--- src/rtl/instruction_fetch.sv ---
// Fetch stage of the 16-bit core: owns the PC, reads instruction memory and
// hands words to decode through a 2-entry valid/ready buffer.
module instruction_fetch #(
  parameter int unsigned     l            = 16,
  parameter logic [l-1:0]    RESET_PC     = '0,
  parameter int unsigned     HALT_ON_ZERO = 1
) (
  input  logic         Clock,
  input  logic         Reset,
  output logic [l-1:0] Address,
  input  logic [l-1:0] Instruction,
  input  logic         Redirect,
  input  logic [l-1:0] RedirectTarget,
  output logic         OutValid,
  input  logic         OutReady,
  output logic [l-1:0] OutInstruction,
  output logic [l-1:0] OutPC,
  output logic         Halted
);

  localparam int unsigned CW    = 2;
  localparam int unsigned DEPTH = 2;

  logic [l-1:0]  pc_q, pc_d;
  logic [CW-1:0] count_q, count_d;
  logic          head_q, head_d;
  logic          halted_q, halted_d;
  logic [l-1:0]  ent_pc_q    [DEPTH];
  logic [l-1:0]  ent_pc_d    [DEPTH];
  logic [l-1:0]  ent_instr_q [DEPTH];
  logic [l-1:0]  ent_instr_d [DEPTH];

  logic pop;
  logic fetch_en;
  logic zero_hit;
  logic push;
  logic tail;

  assign Address        = pc_q;
  assign OutValid       = (count_q != CW'(0));
  assign OutInstruction = ent_instr_q[head_q];
  assign OutPC          = ent_pc_q[head_q];
  assign Halted         = halted_q;

  assign pop      = OutValid && OutReady;
  assign fetch_en = !halted_q && !Redirect && ((count_q != CW'(2)) || pop);
  assign zero_hit = (HALT_ON_ZERO != 0) && (Instruction == '0);
  assign push     = fetch_en && !zero_hit;
  // Tail slot is head for count 0 or 2 (full slot is being freed by pop), else the other slot.
  assign tail     = head_q ^ count_q[0];

  // Next-state: redirect overrides halt detection, which overrides normal fetch.
  always_comb begin
    pc_d        = pc_q;
    count_d     = count_q;
    head_d      = head_q;
    halted_d    = halted_q;
    ent_pc_d    = ent_pc_q;
    ent_instr_d = ent_instr_q;
    if (Redirect) begin
      pc_d     = RedirectTarget;
      count_d  = CW'(0);
      head_d   = 1'b0;
      halted_d = 1'b0;
    end else begin
      if (fetch_en && zero_hit) begin
        halted_d = 1'b1;
      end
      if (push) begin
        ent_pc_d[tail]    = pc_q;
        ent_instr_d[tail] = Instruction;
        pc_d              = pc_q + l'(1);
      end
      if (pop) begin
        head_d = ~head_q;
      end
      count_d = count_q + CW'(push) - CW'(pop);
    end
  end

  always_ff @(posedge Clock or posedge Reset) begin
    if (Reset) begin
      pc_q     <= RESET_PC;
      count_q  <= CW'(0);
      head_q   <= 1'b0;
      halted_q <= 1'b0;
      for (int i = 0; i < DEPTH; i++) begin
        ent_pc_q[i]    <= '0;
        ent_instr_q[i] <= '0;
      end
    end else begin
      pc_q        <= pc_d;
      count_q     <= count_d;
      head_q      <= head_d;
      halted_q    <= halted_d;
      ent_pc_q    <= ent_pc_d;
      ent_instr_q <= ent_instr_d;
    end
  end

endmodule

--- config.mk ---
export PLATFORM = sky130hd
export DESIGN_NAME = instruction_fetch
export DESIGN_NICKNAME = d
export VERILOG_FILES = /design/src/rtl/instruction_fetch.sv
export SDC_FILE = /design/constraint.sdc
export NUM_CORES = 1
export LEC_CHECK = 0
export CORE_MARGIN = 5
export CORE_UTILIZATION = 25
export CTS_BUF_LIST = sky130_fd_sc_hd__clkbuf_16
export CTS_CLUSTER_SIZE = 20
export DETAILED_ROUTE_END_ITERATION = 16
export PLACE_DENSITY_LB_ADDON = 0.15
export SYNTH_ARGS = -nofsm -noshare
export SYNTH_HDL_FRONTEND = slang
export SYNTH_SLANG_ARGS = --single-unit
--- constraint.sdc ---
create_clock -name Clock -period 3.2 [get_ports Clock]
set_input_delay 0.48 -clock Clock [delete_from_list [all_inputs] [get_ports Clock]]
set_output_delay 0.48 -clock Clock [all_outputs]
set_load 0.01 [all_outputs]
# Word-level counts from Yosys, hierarchy flattened
# Index checks and enable logic that the tools add are counted.
dict set report word_totals {
  register_bits 84
  inputBits 36
}
dict set report op_classes {
  n_addsub 3
  magnitude_cmp 3
  n_eq_ne 1
  muxes 17
  bitwise_logic 5
  reduce_logical 16
}
# cell count
set ops {}
lappend ops {{$mux 16} 9}
lappend ops {{$bwmux 32} 2}
lappend ops {{$add 16x1->16 const B} 1}
lappend ops {{$demux 16 s1} 1}
lappend ops {{$logic_not 16->1} 1}
lappend ops {{$reduce_bool 2->1} 4}
lappend ops {{$logic_and 1x1->1} 6}
lappend ops {{$ge 2x2->1 const B} 2}
lappend ops {{$mux 1} 4}
lappend ops {{$not 1->2} 2}
lappend ops {{$logic_not 1->1} 3}
lappend ops {{$add 2x1->2} 1}
lappend ops {{$lt 2x1->1 const B} 1}
lappend ops {{$mux 2} 1}
lappend ops {{$ne 2x2->1 const B} 1}
lappend ops {{$not 1->1} 2}
lappend ops {{$reduce_and 2->1} 1}
lappend ops {{$sub 2x1->2} 1}
lappend ops {{$logic_or 1x1->1} 1}
lappend ops {{$xor 1x1->1} 1}

# Longest topological paths before layout
# Gate-level depths: netlist of run 1.
dict set report logic_depth {
  word_depth 8
  mapped_depth 9
  mapped_depth_nobuf 8
}

# Least setup slack after synthesis of run 1
# No wires, ideal clock.
dict set report synth_timing {
  kind {input-to-reg}
  start {input Redirect}
  end {register count_q[0]}
  setup_ps 132
  t_arrival_ps 1826
  setup_slack_ps 1241
  path_stages 8
  path_buffers 2
  cell_sequence {clkbuf_1 -> clkinv_1 -> clkbuf_1 -> nand3_1 -> ha_1 -> inv_1 -> ha_1 -> nor2b_1}
}
dict set report synth_between {
  elab_chain_cells 7
}
# item line
set synth_lines {}
lappend synth_lines {{start, declared} 12} ;# input logic Redirect,
lappend synth_lines {{$logic_not 1->1} 46} ;# assign fetch_en = !halted_q && !Redirect && ((count_q != CW'(2)) || pop);
lappend synth_lines {{$logic_and 1x1->1 (2 in series)} 46}
lappend synth_lines {{$logic_and 1x1->1} 48} ;# assign push = fetch_en && !zero_hit;
lappend synth_lines {{$add 2x1->2} 77} ;# count_d = count_q + CW'(push) - CW'(pop);
lappend synth_lines {{$sub 2x1->2} 77}
lappend synth_lines {{$mux 2 (*)} 60} ;# if (Redirect) begin
lappend synth_lines {{via count_d[0]} 25} ;# logic [CW-1:0] count_q, count_d;
lappend synth_lines {{end signal, assigned} 93} ;# count_q <= count_d;
lappend synth_lines {{end, declared} 25}
# Mark *: on every way through the listed nets, which the timed path passes. The rest lies on a longest branch.
# A chain may end at the register's enable or synchronous reset.

# Worst setup path in the final report of run 1
dict set report layout_timing {
  start {input Instruction[11]}
  end {register ent_instr_q[28] (netlist name)}
}
dict set report layout_between {
  elab_chain_cells 4
}
# item line
set layout_lines {}
lappend layout_lines {{start, declared} 11} ;# input logic [l-1:0] Instruction,
lappend layout_lines {{$logic_not 16->1} 47} ;# assign zero_hit = (HALT_ON_ZERO != 0) && (Instruction == '0);
lappend layout_lines {{$logic_not 1->1} 48}
lappend layout_lines {{$logic_and 1x1->1} 48}
lappend layout_lines {{$reduce_and 2->1 (no source line)} --}
lappend layout_lines {{end signal, assigned} 97} ;# ent_instr_q <= ent_instr_d;
lappend layout_lines {{end, declared} 30} ;# logic [l-1:0] ent_instr_q [DEPTH];
# Every way passes these cells.

==> flow_summary_export.csv, run 1 <==
group,metric,value,unit
pwr,power_density,929,nW/um2
yosys,yosys.area_share.simple,0.114,
die,io_pins,86,
grt,use_met1,0.169,
setup_path,cp-start-kind,"input pin",
clocking,postCtsHoldBufs,0,
grt,grt_antenna_before_repair,0,
yosys,synth-main-ff-cell,"dfrtp_1",
yosys,synth_async_sr_flop_share,1.00,
clocking,clock_latency,0.34,ns
clocking,clk_root_buffer_cell,"clkbuf_16",
yosys,synth-compound-area-share,0.0515,
die,die-area,19700,um2
setup_path,required,3.42,ns
die,initial_utilization,0.255,
routing,vias,3022,
place,gp_congestion,0.725,
pwr,leakagePower,0.00232,uW
grt,top_usage_layer,"met2",
yosys,synthMuxAreaShare,0.281,
pwr,vdd_drop_max,298,uV
finish,drive_gt1_frac,0.297,
finish,layoutNonFillerInstCount,641,
job,cap_violations,0,
timing,fin_crit_sh,0.826,
grt,grt_usage,0.118,
yosys,synth_edf_count,0,
routing,initialDrtViolationCount,138,
yosys,synthAdderAreaFrac,0.00883,
die,die_x,140,um
grt,grt_pass1_wl,18200,um
place,dp_hpwl,8070,um
timing,slew_headroom,0.588,
grt,first_global_vias,3111,
clocking,cts_buffers,9,
clocking,cts_tree,"yes",
clocking,cts-htree-levels,3,
routing,viasPerCell,4.71,
status,status,"finished, final reports clean",
timing,fin_crit,2.64,ns
grt,use_met3,0.0286,
yosys,syn-num-nets,368,
yosys,synth_area_leader_cell,"dfrtp_1",
yosys,syn_area,4250,um2
setup_path,path_class,"in -> reg",
place,preCtsSetupSlack,0.140,ns
routing,wire_per_inst,17.9,um
setup_path,crit_fanout,10,
yosys,avgSynthCellArea,12.9,um2
yosys,synth.most_common_cell,"dfrtp_1",
routing,drt_wl_total,11500,um
yosys,synth_top_family_by_area,"multiplexers",
grt,met2_usage,0.172,
place,dp.cells,626,
yosys,syn_inst,329,
routing,drc,0,
timing,setup_ws,0.557,ns
finish,area_delta_synth_final,33.1,%
yosys,ys_seq_elements,84,
place,port_buffers,85,
finish,final_nets,456,
timing,rsz0062_at_grt,"false",
routing,ant_nets,0,
yosys,yosys-top-cells-count,"84 x dfrtp_1, 64 x mux2_2, 30 x mux2_4",
clocking,clock_sinks,84,
timing,maxSlewViolCount,0,
timing,whs,0.394,ns
yosys,netlist_top_cells_area,"dfrtp_1 49%, mux2_2 17%, mux2_4 11%",
clocking,cts_buffer_depth,2,
grt,grt_overflow_total,0,
timing,finalSetupViolCount,0,
setup_path,cp.arrival,2.86,ns
clocking,ctsResizeCount,0,
routing,firstDrtPassIters,4,
timing,fin_tns_setup,0,ns
timing,hold_viol,0,
yosys,synth_warnings,0,
timing,skew,0.0103,ns
timing,max_freq,378,MHz
yosys,synth_xor_area_frac,0.00824,
clocking,post_cts_buffers,0,
clocking,clkTransAtPathRegs,0.06,ns
die,rows,47,
timing,worstMarginPinSlew,0.612,ns
setup_path,end_kind,"flop",
hold_path,hold_class,"in -> async",
yosys,synth.yosys.seq_area_share,0.495,
yosys,synth_top_cell_area_share,0.495,
die,die_h,140,um
finish,antennaDiodeCount,0,
grt,grt_max_degree,45,
die,core-area,16600,um2
yosys,ys_types,40,
finish,fill_cells,1625,
critical path, stage by stage:
cell and delay, ns:
clkdlybuf4s50_1 0.47, nor4_1 0.59, nand4_1 0.41, nand4_1 0.30, buf_4 0.24, mux2_2 0.35
final timing paths:
check / to / slack (ns) / startpoint / depth (start not counted)
max: ent_instr_q[28]$_DFFE_PP0P_ / 0.56 / Instruction[11] / 6
min: ent_instr_q[12]$_DFFE_PP0P_ / 0.39 / Reset / 2
max reg2reg: Address[12]$_DFFE_PP0P_ / 1.08 / Address[1]$_DFFE_PP0P_ / 5
min reg2reg: ent_pc_q[17]$_DFFE_PP0P_ / 0.48 / ent_pc_q[17]$_DFFE_PP0P_ / 1
max in group asynchronous: Address[15]$_DFFE_PP0P_ / 2.14 / Reset / 3
min in group Clock: ent_pc_q[17]$_DFFE_PP0P_ / 0.48 / ent_pc_q[17]$_DFFE_PP0P_ / 1
flip-flops by register name (all words and copies together) (netlist names):
name,cells
Address,16
count_q,2
ent_instr_q,32
Halted,1
ent_pc_q,32
head_q,1
metrics by stage:
stage	instance area [um2]	total power, uW	util
final	5660	5250	0.340
after detailed placement	5380	4320	0.323
after global placement	5380	4290	0.323
after floorplan	4250	3310	-
after global routing	5660	5580	0.340
after CTS	5660	5350	0.340
layer usage:
| metal | routed length, um | vias up | share of wire |
|---|---|---|---|
| met1 | 5620 | 1514 | 0.49 |
| li1 | - | 1409 | - |
| met3 | 668 | 13 | 0.058 |
| met5 | 0 | - | 0 |
| met2 | 5000 | 86 | 0.44 |
| met4 | 180 | 0 | 0.016 |
cell type report:
cell class              count  area, um2  share of cell area
flip-flops and latches     84       2100               0.372
well taps                 220        275              0.0487
clock inverters             6       50.0             0.00885
clock buffers               9        225              0.0398
repair buffers            100       1010               0.179
multi-input cells         217       1970               0.348
inverters                   5       20.0             0.00354
cells in the final DEF (no fill, tap or decap), types with 11 or more instances in the layout:
| cell type | count |
|---|---|
| nor2_1 | 18 |
| buf_4 | 11 |
| mux2_4 | 30 |
| nand3_1 | 11 |
| clkdlybuf4s50_1 | 85 |
| dfrtp_1 | 84 |
| a31oi_1 | 12 |
| mux2_2 | 64 |
| or4_1 | 12 |
| o31ai_1 | 11 |
where the power goes:
part | internal [uW] | total (uW) | switching, uW
registers | 1520 | 1800 | 280
clock network | 588 | 994 | 406
logic | 1550 | 2460 | 904
total | 3660 | 5250 | 1590
logic make-up (layout without fill, tap and decap cells):
| family | Yosys count | in the layout |
|---|---|---|
| AND/OR/NAND/NOR | 81 | 81 |
| multiplexers | 96 | 96 |
| AO/OA/AOI/OAI | 33 | 33 |
| buffers and inverters | 28 | 120 |
| XOR/XNOR | 4 | 4 |
| adder cells (fa/ha/maj) | 3 | 3 |
| flip-flops | 84 | 84 |
Note: power is estimated with default switching activity, not from simulation.
==> run 2, diff against run 1 <==
==> constraint.sdc (replaced) <==
create_clock -name Clock -period 2.45 [get_ports Clock]
set_input_delay 0.3675 -clock Clock [delete_from_list [all_inputs] [get_ports Clock]]
set_output_delay 0.3675 -clock Clock [all_outputs]
set_load 0.01 [all_outputs]
==> run 2 against run 1 <==
  * Utilization is 1.2 points higher
  * Sequential power grew 29%
  * Clock skew shrank 0.0029 ns
  * Hold slack better by 0.074 ns
  * Critical path type is now reg -> out
  * Sequential share of layout area shrank 1.2 points
  * Power increased by 35%
  * Critical path depth is 3 lower
  * Global-route usage rose by 0.086 points
  * Non-clock buffer count rose by 20
  * Critical endpoint is now OutInstruction[11]
  * Register-to-register slack worse by 0.67 ns
  * Combinational power grew 35%
==> flow_summary_export.csv, run 2 (synthesis gave the netlist of run 1 again) <==
group,metric,value,unit
status,status,"finished, final reports clean",
routing,drc,0,
setup_path,r2r_setup_slack,0.41,ns
setup_path,worst-path-stages,3,
die,core-area,16600,um2
clocking,cts_buffer_depth,2,
timing,maxSlewViolCount,0,
finish,area_delta_synth_final,37.7,%
grt,grt_max_degree,85,
setup_path,cp_slowest_cell,"clkdlybuf4s50_1",
setup_path,r2r_end,"Address[12]$_DFFE_PP0P_",
clocking,cts-htree-levels,3,
die,initial_utilization,0.255,
pwr,totalPowerFinal,7070,uW
clocking,clkTransAtPathRegs,0.06,ns
routing,viasPerCell,4.64,
timing,max_freq,444,MHz
timing,worstMarginPinSlew,0.505,ns
timing,finalSetupViolCount,0,
routing,firstDrtPassIters,4,
clocking,clock_sinks,84,
setup_path,critical-path-max-stage-delay,0.49,ns
setup_path,cp-start-kind,"flop",
setup_path,end_kind,"output pin",
setup_path,reg2reg_depth,4,
finish,mostFrequentLayoutCells,"85 x clkdlybuf4s50_1, 84 x dfrtp_1, 64 x mux2_2, 30 x mux2_4, 30 x buf_4",
setup_path,crit_chain,"buf_4, mux2_2, clkdlybuf4s50_1",
place,dp_hpwl,7920,um
die,die-area,19700,um2
timing,fin_crit_sh,0.919,
setup_path,required,2.08,ns
finish,fill_cells,1635,
timing,whs,0.468,ns
grt,grt_overflow_total,0,
timing,fin_crit,2.25,ns
die,die_x,140,um
grt,first_global_vias,3238,
setup_path,crit_fanout,19,
finish,drive_gt1_frac,0.333,
clocking,cts_buffers,9,
finish,final_common_cell,"clkdlybuf4s50_1",
grt,grt_usage,0.119,
setup_path,rr_startpoint,"Address[3]$_DFFE_PP0P_",
pwr,power_density,1210,nW/um2
finish,fin_util,0.352,
setup_path,crit_family,"buffers and inverters",
timing,skew,0.00741,ns
clocking,clk_root_buffer_cell,"clkbuf_16",
routing,vias,3070,
setup_path,cp.arrival,1.88,ns
timing,fin_tns_setup,0,ns
pwr,leakagePower,0.00242,uW
clocking,post_cts_buffers,0,
die,io_pins,86,
place,gp_congestion,0.761,
place,port_buffers,85,
die,rows,47,
timing,hold_viol,0,
grt,grt_antenna_before_repair,0,
job,cap_violations,0,
routing,ant_nets,0,
finish,antennaDiodeCount,0,
hold_path,hold_class,"in -> async",
timing,slew_headroom,0.663,
clocking,ctsResizeCount,0,
pwr,vdd_drop_max,397,uV
clocking,cts_tree,"yes",
clocking,postCtsHoldBufs,0,
grt,grt_pass1_wl,18300,um
clocking,clock_latency,0.34,ns
setup_path,crit_buf_inv,2,
setup_path,path_class,"reg -> out",
die,die_h,140,um
timing,rsz0062_at_grt,"false",
routing,wire_per_inst,17.5,um
finish,final_nets,476,
routing,drt_wl_total,11600,um
routing,initialDrtViolationCount,145,
## run 2: cell count changes in the layout (fill, tap and decap cells not counted)
| cell | change |
|---|---|
| buf_4 | +19 |
| inv_1 | -3 |
| clkinv_1 | +2 |
| buf_12 | +1 |
| bufinv_16 | +1 |
| clkinvlp_4 | +1 |
## run 2: metal layers
| layer | wire [um] | track usage |
|---|---|---|
| met5 | 0 | 0 |
| met4 | 124 | 0.0296 |
| met3 | 763 | 0.0453 |
| met2 | 5140 | 0.181 |
| met1 | 5560 | 0.160 |
## run 2: worst max-delay path by stage
stage                     slack, ns                         end            startpoint
after floorplan                0.60  ent_instr_q[0]$_DFFE_PP0P_  count_q[1]$_DFF_PP0_
after global placement        -0.08  ent_instr_q[8]$_DFFE_PP0P_       Instruction[11]
after detailed placement      -0.13        count_q[0]$_DFF_PP0_        Instruction[8]
after CTS                      0.15                    OutPC[6]    head_q$_DFFE_PP0P_
after global routing           0.02        count_q[0]$_DFF_PP0_        Instruction[0]
final                          0.20          OutInstruction[11]    head_q$_DFFE_PP0P_
## run 2: final cells by class
| cell class | instances | area (um2) | area share |
|---|---|---|---|
| tap | 220 | 275 | 0.0470 |
| clock inverter | 7 | 81.3 | 0.0139 |
| timing repair buffer | 120 | 1180 | 0.201 |
| clock buffer | 9 | 225 | 0.0385 |
| inverter | 5 | 22.5 | 0.00385 |
| sequential | 84 | 2100 | 0.359 |
| multi-input combinational | 217 | 1970 | 0.337 |
## run 2: report_power, final
group / switching [uW] / internal [uW] / total [uW] / leakage, uW
clock: 556 / 879 / 1440 / 0.000152
sequential: 339 / 1990 / 2330 / 0.000968
combinational: 1210 / 2100 / 3310 / 0.00130
## run 2: through the flow
| stage | cell area (um2) | setup slack, ns | std cells |
|---|---|---|---|
| after global placement | 5550 | -0.0792 | 646 |
| after floorplan | 4250 | 0.596 | 329 |
| after detailed placement | 5550 | -0.132 | 646 |
| after CTS | 5850 | 0.154 | 662 |
| after global routing | 5850 | 0.0202 | 662 |
| final | 5850 | 0.198 | 662 |
## run 2: worst reg2reg max path: stages (launching register included)
cell and delay [ns]:
dfrtp_1 0.52, and4_1 0.36, nand4_1 0.33, or4_1 0.57
a31oi_1 0.18
